$ cat config.mk
export PLATFORM = sky130hd
export DESIGN_NAME = alu_ctrl_seq
export DESIGN_NICKNAME = d
export VERILOG_FILES = /design/src/rtl/alu_pkg.sv /design/src/rtl/alu_ctrl_decode.sv /design/src/rtl/alu_ctrl_seq.sv
export SDC_FILE = /design/constraint.sdc
export NUM_CORES = 1
export LEC_CHECK = 0
export BUFFER_PORTS_ARGS = -buffer_cell sky130_fd_sc_hd__buf_4
export CAP_MARGIN = 25
export CORE_UTILIZATION = 40
export DETAILED_ROUTE_END_ITERATION = 10
export HOLD_SLACK_MARGIN = 0.12
export MAX_ROUTING_LAYER = met4
export SLEW_MARGIN = 20
export SYNTH_ARGS = -nofsm -noshare
export SYNTH_HDL_FRONTEND = slang
export SYNTH_SLANG_ARGS = --single-unit
$ cat constraint.sdc
create_clock -name clk -period 4.4 [get_ports clk]
set_input_delay 0.22 -clock clk [delete_from_list [all_inputs] [get_ports clk]]
set_output_delay 0.22 -clock clk [all_outputs]
set_load 0.01 [all_outputs]
$ cat src/rtl/alu_pkg.sv
// Shared definitions for the execute-stage ALU control unit: operation codes,
// ALUOp and funct7 encodings, FSM state type and the base-integer funct3 map.
package alu_pkg;

   localparam logic [4:0] ALU_ADD    = 5'd0;
   localparam logic [4:0] ALU_SUB    = 5'd1;
   localparam logic [4:0] ALU_AND    = 5'd2;
   localparam logic [4:0] ALU_OR     = 5'd3;
   localparam logic [4:0] ALU_XOR    = 5'd4;
   localparam logic [4:0] ALU_SLL    = 5'd5;
   localparam logic [4:0] ALU_SRL    = 5'd6;
   localparam logic [4:0] ALU_SRA    = 5'd7;
   localparam logic [4:0] ALU_SLT    = 5'd8;
   localparam logic [4:0] ALU_SLTU   = 5'd9;
   localparam logic [4:0] ALU_MUL    = 5'd16;
   localparam logic [4:0] ALU_MULH   = 5'd17;
   localparam logic [4:0] ALU_MULHSU = 5'd18;
   localparam logic [4:0] ALU_MULHU  = 5'd19;
   localparam logic [4:0] ALU_DIV    = 5'd20;
   localparam logic [4:0] ALU_DIVU   = 5'd21;
   localparam logic [4:0] ALU_REM    = 5'd22;
   localparam logic [4:0] ALU_REMU   = 5'd23;
   localparam logic [4:0] ALU_ERR    = 5'd31;

   localparam logic [1:0] AOP_MEM    = 2'b00;
   localparam logic [1:0] AOP_BRANCH = 2'b01;
   localparam logic [1:0] AOP_RTYPE  = 2'b10;
   localparam logic [1:0] AOP_ITYPE  = 2'b11;

   localparam logic [6:0] F7_BASE   = 7'b0000000;
   localparam logic [6:0] F7_ALT    = 7'b0100000;
   localparam logic [6:0] F7_MULDIV = 7'b0000001;

   typedef enum logic [1:0] {
      ST_IDLE = 2'd0,
      ST_BUSY = 2'd1,
      ST_HOLD = 2'd2
   } state_t;

   // funct3 meaning shared by R-type (funct7 = 0) and I-type ALU ops.
   function automatic logic [4:0] base_op(input logic [2:0] f3);
      logic [4:0] op;
      case (f3)
         3'b000:  op = ALU_ADD;
         3'b001:  op = ALU_SLL;
         3'b010:  op = ALU_SLT;
         3'b011:  op = ALU_SLTU;
         3'b100:  op = ALU_XOR;
         3'b101:  op = ALU_SRL;
         3'b110:  op = ALU_OR;
         default: op = ALU_AND;
      endcase
      return op;
   endfunction

endpackage

$ cat src/rtl/alu_ctrl_decode.sv
// Combinational decode of ALUOp/funct3/funct7 into an ALU or MDU operation
// code, with illegal-encoding detection and multiply/divide classification.
module alu_ctrl_decode
   import alu_pkg::*;
#(
   parameter int ENABLE_M = 1
) (
   input  logic [1:0] alu_op,
   input  logic [2:0] funct3,
   input  logic [6:0] funct7,
   output logic [4:0] ctrl,
   output logic       illegal,
   output logic       is_mdu,
   output logic       is_div
);

   // Illegal encodings force the ERR code so downstream never sees a stale op.
   always_comb begin
      ctrl    = ALU_ADD;
      illegal = 1'b0;
      is_mdu  = 1'b0;
      is_div  = 1'b0;
      case (alu_op)
         AOP_MEM: ctrl = ALU_ADD;
         AOP_BRANCH: begin
            case (funct3[2:1])
               2'b00:   ctrl = ALU_SUB;
               2'b10:   ctrl = ALU_SLT;
               2'b11:   ctrl = ALU_SLTU;
               default: illegal = 1'b1;
            endcase
         end
         AOP_RTYPE: begin
            if (funct7 == F7_BASE) begin
               ctrl = base_op(funct3);
            end else if (funct7 == F7_ALT) begin
               if (funct3 == 3'b000)
                  ctrl = ALU_SUB;
               else if (funct3 == 3'b101)
                  ctrl = ALU_SRA;
               else
                  illegal = 1'b1;
            end else if (funct7 == F7_MULDIV && ENABLE_M != 0) begin
               ctrl   = ALU_MUL | {2'b00, funct3};
               is_mdu = 1'b1;
               is_div = funct3[2];
            end else begin
               illegal = 1'b1;
            end
         end
         AOP_ITYPE: begin
            if (funct3 == 3'b001) begin
               if (funct7 == F7_BASE)
                  ctrl = ALU_SLL;
               else
                  illegal = 1'b1;
            end else if (funct3 == 3'b101) begin
               if (funct7 == F7_BASE)
                  ctrl = ALU_SRL;
               else if (funct7 == F7_ALT)
                  ctrl = ALU_SRA;
               else
                  illegal = 1'b1;
            end else begin
               ctrl = base_op(funct3);
            end
         end
      endcase
      if (illegal)
         ctrl = ALU_ERR;
   end

endmodule

$ cat src/rtl/alu_ctrl_seq.sv
// Registered ALU control unit: accepts decode fields through a valid/ready
// handshake and sequences fixed-latency multiply/divide ops before presenting them.
module alu_ctrl_seq
   import alu_pkg::*;
#(
   parameter int ENABLE_M    = 1,
   parameter int MUL_LATENCY = 3,
   parameter int DIV_LATENCY = 32
) (
   input  logic       clk,
   input  logic       rst,
   input  logic       kill,
   input  logic       in_valid,
   output logic       in_ready,
   input  logic [1:0] alu_op,
   input  logic [2:0] funct3,
   input  logic [6:0] funct7,
   output logic       out_valid,
   input  logic       out_ready,
   output logic [4:0] alu_ctrl,
   output logic       illegal,
   output logic       mdu_start,
   output logic       busy
);

   localparam int MAX_LAT = (MUL_LATENCY > DIV_LATENCY) ? MUL_LATENCY : DIV_LATENCY;
   localparam int CW      = $clog2(MAX_LAT) + 1;
   localparam logic [CW-1:0] MUL_LAT_C = CW'(MUL_LATENCY);
   localparam logic [CW-1:0] DIV_LAT_C = CW'(DIV_LATENCY);
   localparam logic [CW-1:0] ONE_C     = CW'(1);

   state_t        state;
   state_t        next_state;
   state_t        accept_state;
   logic [4:0]    ctrl_q;
   logic          illegal_q;
   logic          start_q;
   logic [CW-1:0] cnt_q;
   logic [CW-1:0] lat_sel;
   logic [4:0]    dec_ctrl;
   logic          dec_illegal;
   logic          dec_is_mdu;
   logic          dec_is_div;
   logic          accept;

   alu_ctrl_decode #(
      .ENABLE_M (ENABLE_M)
   ) u_decode (
      .alu_op  (alu_op),
      .funct3  (funct3),
      .funct7  (funct7),
      .ctrl    (dec_ctrl),
      .illegal (dec_illegal),
      .is_mdu  (dec_is_mdu),
      .is_div  (dec_is_div)
   );

   assign accept  = in_valid & in_ready & ~kill;
   assign lat_sel = dec_is_div ? DIV_LAT_C : MUL_LAT_C;

   // A single-cycle MDU op skips BUSY so its start pulse and result coincide.
   assign accept_state = (dec_is_mdu && lat_sel != ONE_C) ? ST_BUSY : ST_HOLD;

   always_ff @(posedge clk) begin
      if (rst)
         state <= ST_IDLE;
      else
         state <= next_state;
   end

   always_comb begin
      next_state = state;
      case (state)
         ST_IDLE: begin
            if (accept)
               next_state = accept_state;
         end
         ST_BUSY: begin
            if (cnt_q == ONE_C)
               next_state = ST_HOLD;
         end
         ST_HOLD: begin
            if (out_ready)
               next_state = accept ? accept_state : ST_IDLE;
         end
         default: next_state = ST_IDLE;
      endcase
      if (kill)
         next_state = ST_IDLE;
   end

   always_comb begin
      in_ready  = 1'b0;
      out_valid = 1'b0;
      busy      = 1'b0;
      case (state)
         ST_IDLE: in_ready = 1'b1;
         ST_BUSY: busy = 1'b1;
         ST_HOLD: begin
            out_valid = 1'b1;
            in_ready  = out_ready;
         end
         default: in_ready = 1'b0;
      endcase
   end

   // Result fields only move on accept, so they stay stable while held.
   always_ff @(posedge clk) begin
      if (rst) begin
         ctrl_q    <= ALU_ADD;
         illegal_q <= 1'b0;
         start_q   <= 1'b0;
         cnt_q     <= '0;
      end else begin
         start_q <= accept & dec_is_mdu;
         if (accept) begin
            ctrl_q    <= dec_ctrl;
            illegal_q <= dec_illegal;
            cnt_q     <= dec_is_mdu ? lat_sel : '0;
         end else if (state == ST_BUSY && cnt_q != '0) begin
            cnt_q <= cnt_q - ONE_C;
         end
      end
   end

   assign alu_ctrl  = ctrl_q;
   assign illegal   = illegal_q;
   assign mdu_start = start_q;

endmodule

Word level (Yosys, flattened, before mapping)
Cells that the tools add are included.
{"block": "classes", "mux": 48, "eq_ne": 20, "bitwise_logic": 4, "n_reduce_logical": 12, "add_sub_neg": 1}
{"op": "$mux 5", "n": 8}
{"op": "$pmux 4 s7", "n": 1}
{"op": "$mux 6", "n": 4}
{"op": "$mux 1", "n": 21}
{"op": "$pmux 4 s5", "n": 1}
{"op": "$pmux 5 s4", "n": 1}
{"op": "$pmux 4 s3", "n": 1}
{"op": "$eq 2x2->1 const B", "n": 5}
{"op": "$mux 2", "n": 5}
{"op": "$eq 3x3->1 const B", "n": 3}
{"op": "$mux 3", "n": 3}
{"op": "$eq 7x1->1 const B", "n": 1}
{"op": "$eq 7x6->1 const B", "n": 1}
{"op": "$logic_not 7->1", "n": 1}
{"op": "$eq 3x2->1 const B", "n": 2}
{"op": "$eq 6x1->1 const B", "n": 1}
{"op": "$logic_not 2->1", "n": 3}
{"op": "$ne 2x2->1 const B", "n": 3}
{"op": "$ne 6x1->1 const B", "n": 1}
{"op": "$pmux 2 s3", "n": 1}
{"op": "$reduce_bool 6->1", "n": 1}
{"op": "$sub 6x1->6 const B", "n": 1}
{"op": "$eq 2x1->1 const B", "n": 2}
{"op": "$and 1x1->1", "n": 3}
{"op": "10 further kinds", "n": 11}
{"block": "totals", "output_inout_bits": 10, "elab_cells": 90, "input_bits": 17, "regBits": 15}

Logic depth before layout (Yosys ltp)
{"block": "logic_depth", "ltp_word": 12, "ltp_mapped": 8, "ltp_nobuf": 7}

Modules after synthesis
From an unflattened synthesis, not the netlist that was laid out.
{"block": "unflattened", "hier_cells": 149, "hier_area_um2": 1253.7}
{"mod": "alu_ctrl_seq", "instances": 1, "cells_per_inst": 83, "seq_area_each_um2": 300.3, "area_each_um2": 773.2}
{"mod": "alu_ctrl_decode", "instances": 1, "cells_per_inst": 66, "seq_area_each_um2": 0.0, "area_each_um2": 480.5}

Least setup slack after synthesis
No wires, ideal clock.
{"block": "synth_path", "kind": "input-to-reg", "start": "input port funct3[2]", "end": "register ctrl_q[2], in the netlist alu_ctrl[2]", "path_stages": 8, "path_buffers": 1, "slack_ns": 2.925, "arrival_time_ns": 1.344, "required_time_ns": 4.269, "setup_time_ns": 0.131, "cell_sequence": "buf_2 -> inv_1 -> ha_1 -> nor2b_1 -> a31o_2 -> o2111a_1 -> a31oi_2 -> o31ai_1"}
{"block": "synth_via", "elab_chain_len": 7, "elab_cells_between_ends": 30, "cone_classes": "8 x eq/ne; 19 x mux; 3 x reduce/logical"}
{"element": "start: declaration", "line_no": "alu_ctrl_seq.sv:16", "rtl": "input logic [2:0] funct3,"}
{"element": "$eq 3x3->1", "line_no": "alu_pkg.sv:43, alu_ctrl_decode.sv:39, alu_ctrl_decode.sv:57"}
{"element": "$mux 3 or $mux 1 (tied branches)", "line_no": "alu_ctrl_decode.sv:39", "rtl": "else if (funct3 == 3'b101)"}
{"element": "$mux 5 or $mux 1 (tied branches)", "line_no": "alu_ctrl_decode.sv:37", "rtl": "if (funct3 == 3'b000)"}
{"element": "$mux 5 or $mux 1 (tied branches)", "line_no": "alu_ctrl_decode.sv:36", "rtl": "end else if (funct7 == F7_ALT) begin"}
{"element": "$mux 5 or $mux 1 (tied branches)", "line_no": "alu_ctrl_decode.sv:34", "rtl": "if (funct7 == F7_BASE) begin"}
{"element": "$pmux 5 s4 or $pmux 1 s3 (tied branches)", "line_no": "alu_ctrl_decode.sv:23", "rtl": "case (alu_op)"}
{"element": "$mux 5 *", "line_no": "alu_ctrl_decode.sv:69", "rtl": "if (illegal)"}
{"element": "end signal: assignment", "line_no": "alu_ctrl_seq.sv:117", "rtl": "ctrl_q <= dec_ctrl;"}
{"element": "end: declaration", "line_no": "alu_ctrl_seq.sv:35", "rtl": "logic [4:0] ctrl_q;"}
Every way passes the cells marked *; elsewhere a longest branch is shown, timed or not.
A chain may end at the register's enable or synchronous reset.

Final worst setup path
{"block": "layout_path", "start": "register state[0]", "end": "register ctrl_q[0], in the netlist alu_ctrl[0]"}
{"block": "layout_via", "elab_chain_len": 4, "elab_cells_between_ends": 5, "cone_classes": "1 x eq/ne; 1 x mux; 2 x bitwise; 1 x reduce/logical"}
{"element": "start: declaration", "line_no": "alu_ctrl_seq.sv:32", "rtl": "state_t state;"}
{"element": "start signal: assignment", "line_no": "alu_ctrl_seq.sv:68", "rtl": "state <= next_state;"}
{"element": "$eq 2x2->1 or $logic_not 2->1 (tied branches)", "line_no": "alu_ctrl_seq.sv:96", "rtl": "case (state)"}
{"element": "$pmux 1 s2 *", "line_no": "alu_ctrl_seq.sv:96"}
{"element": "$and 1x1->1 * (2 in series)", "line_no": "alu_ctrl_seq.sv:58", "rtl": "assign accept = in_valid & in_ready & ~kill;"}
Marked as above.

==> impl_metrics.ini <==
[status]
outcome = finished, final reports clean

[cells_and_area]
layout-drive-gt1-share_pct = 26.5
fin_area_um2 = 1310
area_delta_synth_final_pct = 21.2
final_util_pct = 51.8
n_fill_cell = 256
multiInputGateArea_um2 = 712
antennaDiodeCount = 0
regArea_um2 = 300
final_nets = 179

[grt]
use_met1_pct = 24.5
grt_most_used_layer = met2
grt_overflow_total = 0
grt_use_met3_pct = 1.98
first_global_vias = 902
track_usage_pct = 19.6
grt_max_degree = 16
antenna_found_initial = 0
grt_pass1_wl_um = 3960
use_met2_pct = 31.5

[clocking]
cts_sinks = 15
htreeDepth = 1
numCtsBuffers = 3
clock_path_buffers = 2
cts-resized-gates = 0
cts.reportedPaths.clkPinSlew_ns = 0.10
clock_latency_ns = 0.29
post_cts.repair.setup_buffers = 0
postCtsHoldBufs = 0
ctsRootBufferMaster = clkbuf_4
cts_tree = done

[timing]
post-route-period-util_pct = 38.9
worst_slew_pin_slew_ns = 0.644
setup_tns_ns = 0
relSlewSlack_pct = 56.8
grt_setup_unrepaired = false
drv_slew = 0
skew_ns = 0.0129
final-hold-violation-count = 0
setup_viol = 0
period_needed_ns = 1.71
fmax_mhz = 584

[worst_setup_path]
reg2reg_slack_ns = 2.69
timing.rr.start = state[0]
crit_type = flop to flop
timing.rr.end = alu_ctrl[0]
r2r_cells = 4
required_ns = 4.59
cp.arrival_ns = 1.90
path_max_fanout = 5
worst_setup_path_start_kind = flop
startpoint = state[0]
end_kind = flop

[pwr]
p_total_mw = 0.284
leakagePower_nw = 0.560
swShare_pct = 28.5
pwr-share-clk_pct = 27.9
seqPwrFrac_pct = 50.4
p_per_area_nw_per_um2 = 217
intPower_mw = 0.203
p_sw_mw = 0.0809
vdd_drop_max_v = 0.000112
p_comb_share_pct = 21.7

[min_path]
min_path_type = primary input to flop
holdPathStages = 2
holdCritStartpoint = kill
min_to = state[0]

[detailed_routing]
drc = 0
drt_iter0_drc = 21
wire_per_inst_um = 13.5
firstDrtPassIters = 4
wl_um = 2490
ant_nets = 0
num_vias = 1023
via_per_inst = 5.53

[yosys]
synth_area_um2 = 1080
ys_top_cells_by_area = dfxtp_1, ha_1, nor2_1
ys_types = 49
yosysTopAreaCell = dfxtp_1
yosys_warnings = 0
syn_area_per_cell_um2 = 8.30
syn_inst = 130
seq_area_frac_synth_pct = 27.8
synth_top_area_share_pct = 27.8
yosysMostFrequentCell = dfxtp_1
async_reset_ff_share_pct = 0
synth-main-ff-cell = dfxtp_1
synthTopCellsByCount = dfxtp_1, nor2_1, nand2_1
synth-seq-cells = 15
syn_nets = 153
synth_edf_count = 0

[die]
die_x_um = 53.9
rows = 18
initial_core_util_pct = 42.8
ioPinCount = 27
dieHeight_um = 53.9
dieArea_um2 = 2910
core-area_um2 = 2520

[placed_design]
gp_congestion = 0.878
dp_hpwl_um = 1920
io_buffers = 26
placed_area_um2 = 1280

[job]
drv_cap = 0
==> metal layers <==
| metal | vias to the layer above | wire length, um |
|---|---|---|
| met2 | 29 | 1210 |
| met1 | 461 | 1130 |
| met5 | - | 0 |
| li1 | 526 | - |
| met4 | 0 | 61 |
| met3 | 7 | 90 |
==> kinds of logic after synthesis <==
kind of cell | count (synthesis) | synth area share [%]
flip-flops | 15 | 27.8
AO/OA/AOI/OAI | 33 | 22.6
XOR/XNOR | 5 | 4.06
adder cells (fa/ha/maj) | 6 | 6.96
AND/OR/NAND/NOR | 56 | 31.0
multiplexers | 1 | 1.39
buffers and inverters | 14 | 6.15
==> critical path: stages, from the launching register on <==
cell	delay (ns)
dfxtp_1	0.34
nand2b_4	0.16
nor3_1	0.50
nor2_1	0.18
a2111o_1	0.44
==> sequential cells by signal, summed over array words and instances, names as in the netlist <==
register and flops:
alu_ctrl 5, mdu_start 1, illegal 1, cnt_q 6, state 2
==> how the worst max path moves through the flow <==
stage	to	slack, ns	cells past startpoint
5_1_grt	alu_ctrl[0]	2.56	4
4_1_cts	alu_ctrl[0]	2.67	4
6_report	alu_ctrl[0]	2.69	4
3_5_place_dp	alu_ctrl[0]	2.68	4
3_3_place_gp	alu_ctrl[3]	2.70	8
2_1_floorplan	alu_ctrl[2]	2.93	8
==> layout make-up <==
| cell class | count | share of cell area (%) |
|---|---|---|
| clock inverter | 1 | 0.383 |
| timing repair buffer | 26 | 14.9 |
| tap | 30 | 2.87 |
| clock buffer | 3 | 1.72 |
| sequential | 15 | 23.0 |
| multi-input combinational | 101 | 54.4 |
| inverter | 9 | 2.68 |
==> stage by stage <==
step | std cells | setup slack (ns) | hold WS [ns]
after floorplan | 130 | 2.93 | 0.298
after global placement | 181 | 2.70 | 0.449
after detailed placement | 181 | 2.68 | 0.445
after CTS | 185 | 2.67 | 0.151
after global routing | 185 | 2.56 | 0.153
final | 185 | 2.69 | 0.154
==> power by group through the flow <==
stage / Clock (mW) / Sequential [mW] / Combinational (mW)
4_1_cts: 0.0820 / 0.143 / 0.0617
3_3_place_gp: 0 / 0.146 / 0.0613
2_1_floorplan: 0 / 0.148 / 0.0325
6_report: 0.0793 / 0.143 / 0.0615
3_5_place_dp: 0 / 0.146 / 0.0615
5_1_grt: 0.0867 / 0.144 / 0.0679
==> cell usage in the layout, fill, tap and decap left out, drive strengths merged, types with 2 or more instances in the layout <==
master  netlist  layout
nand3b        2       2
ha            6       6
nand2        11      11
a211oi        2       2
xor2          4       4
nor2         13      13
nand3         5       5
nor2b         6       6
dfxtp        15      15
a31oi         2       2
buf           5      26
o21ai         6       6
nand2b        3       3
inv           8       8
nand4         3       3
a21oi         6       6
clkbuf        0       3
o31ai         2       2
clkinv        1       2
o311a         2       2
nor3          5       5
o211ai        2       2
nor4          2       2
No activity file was read; power rests on OpenSTA's default activity.
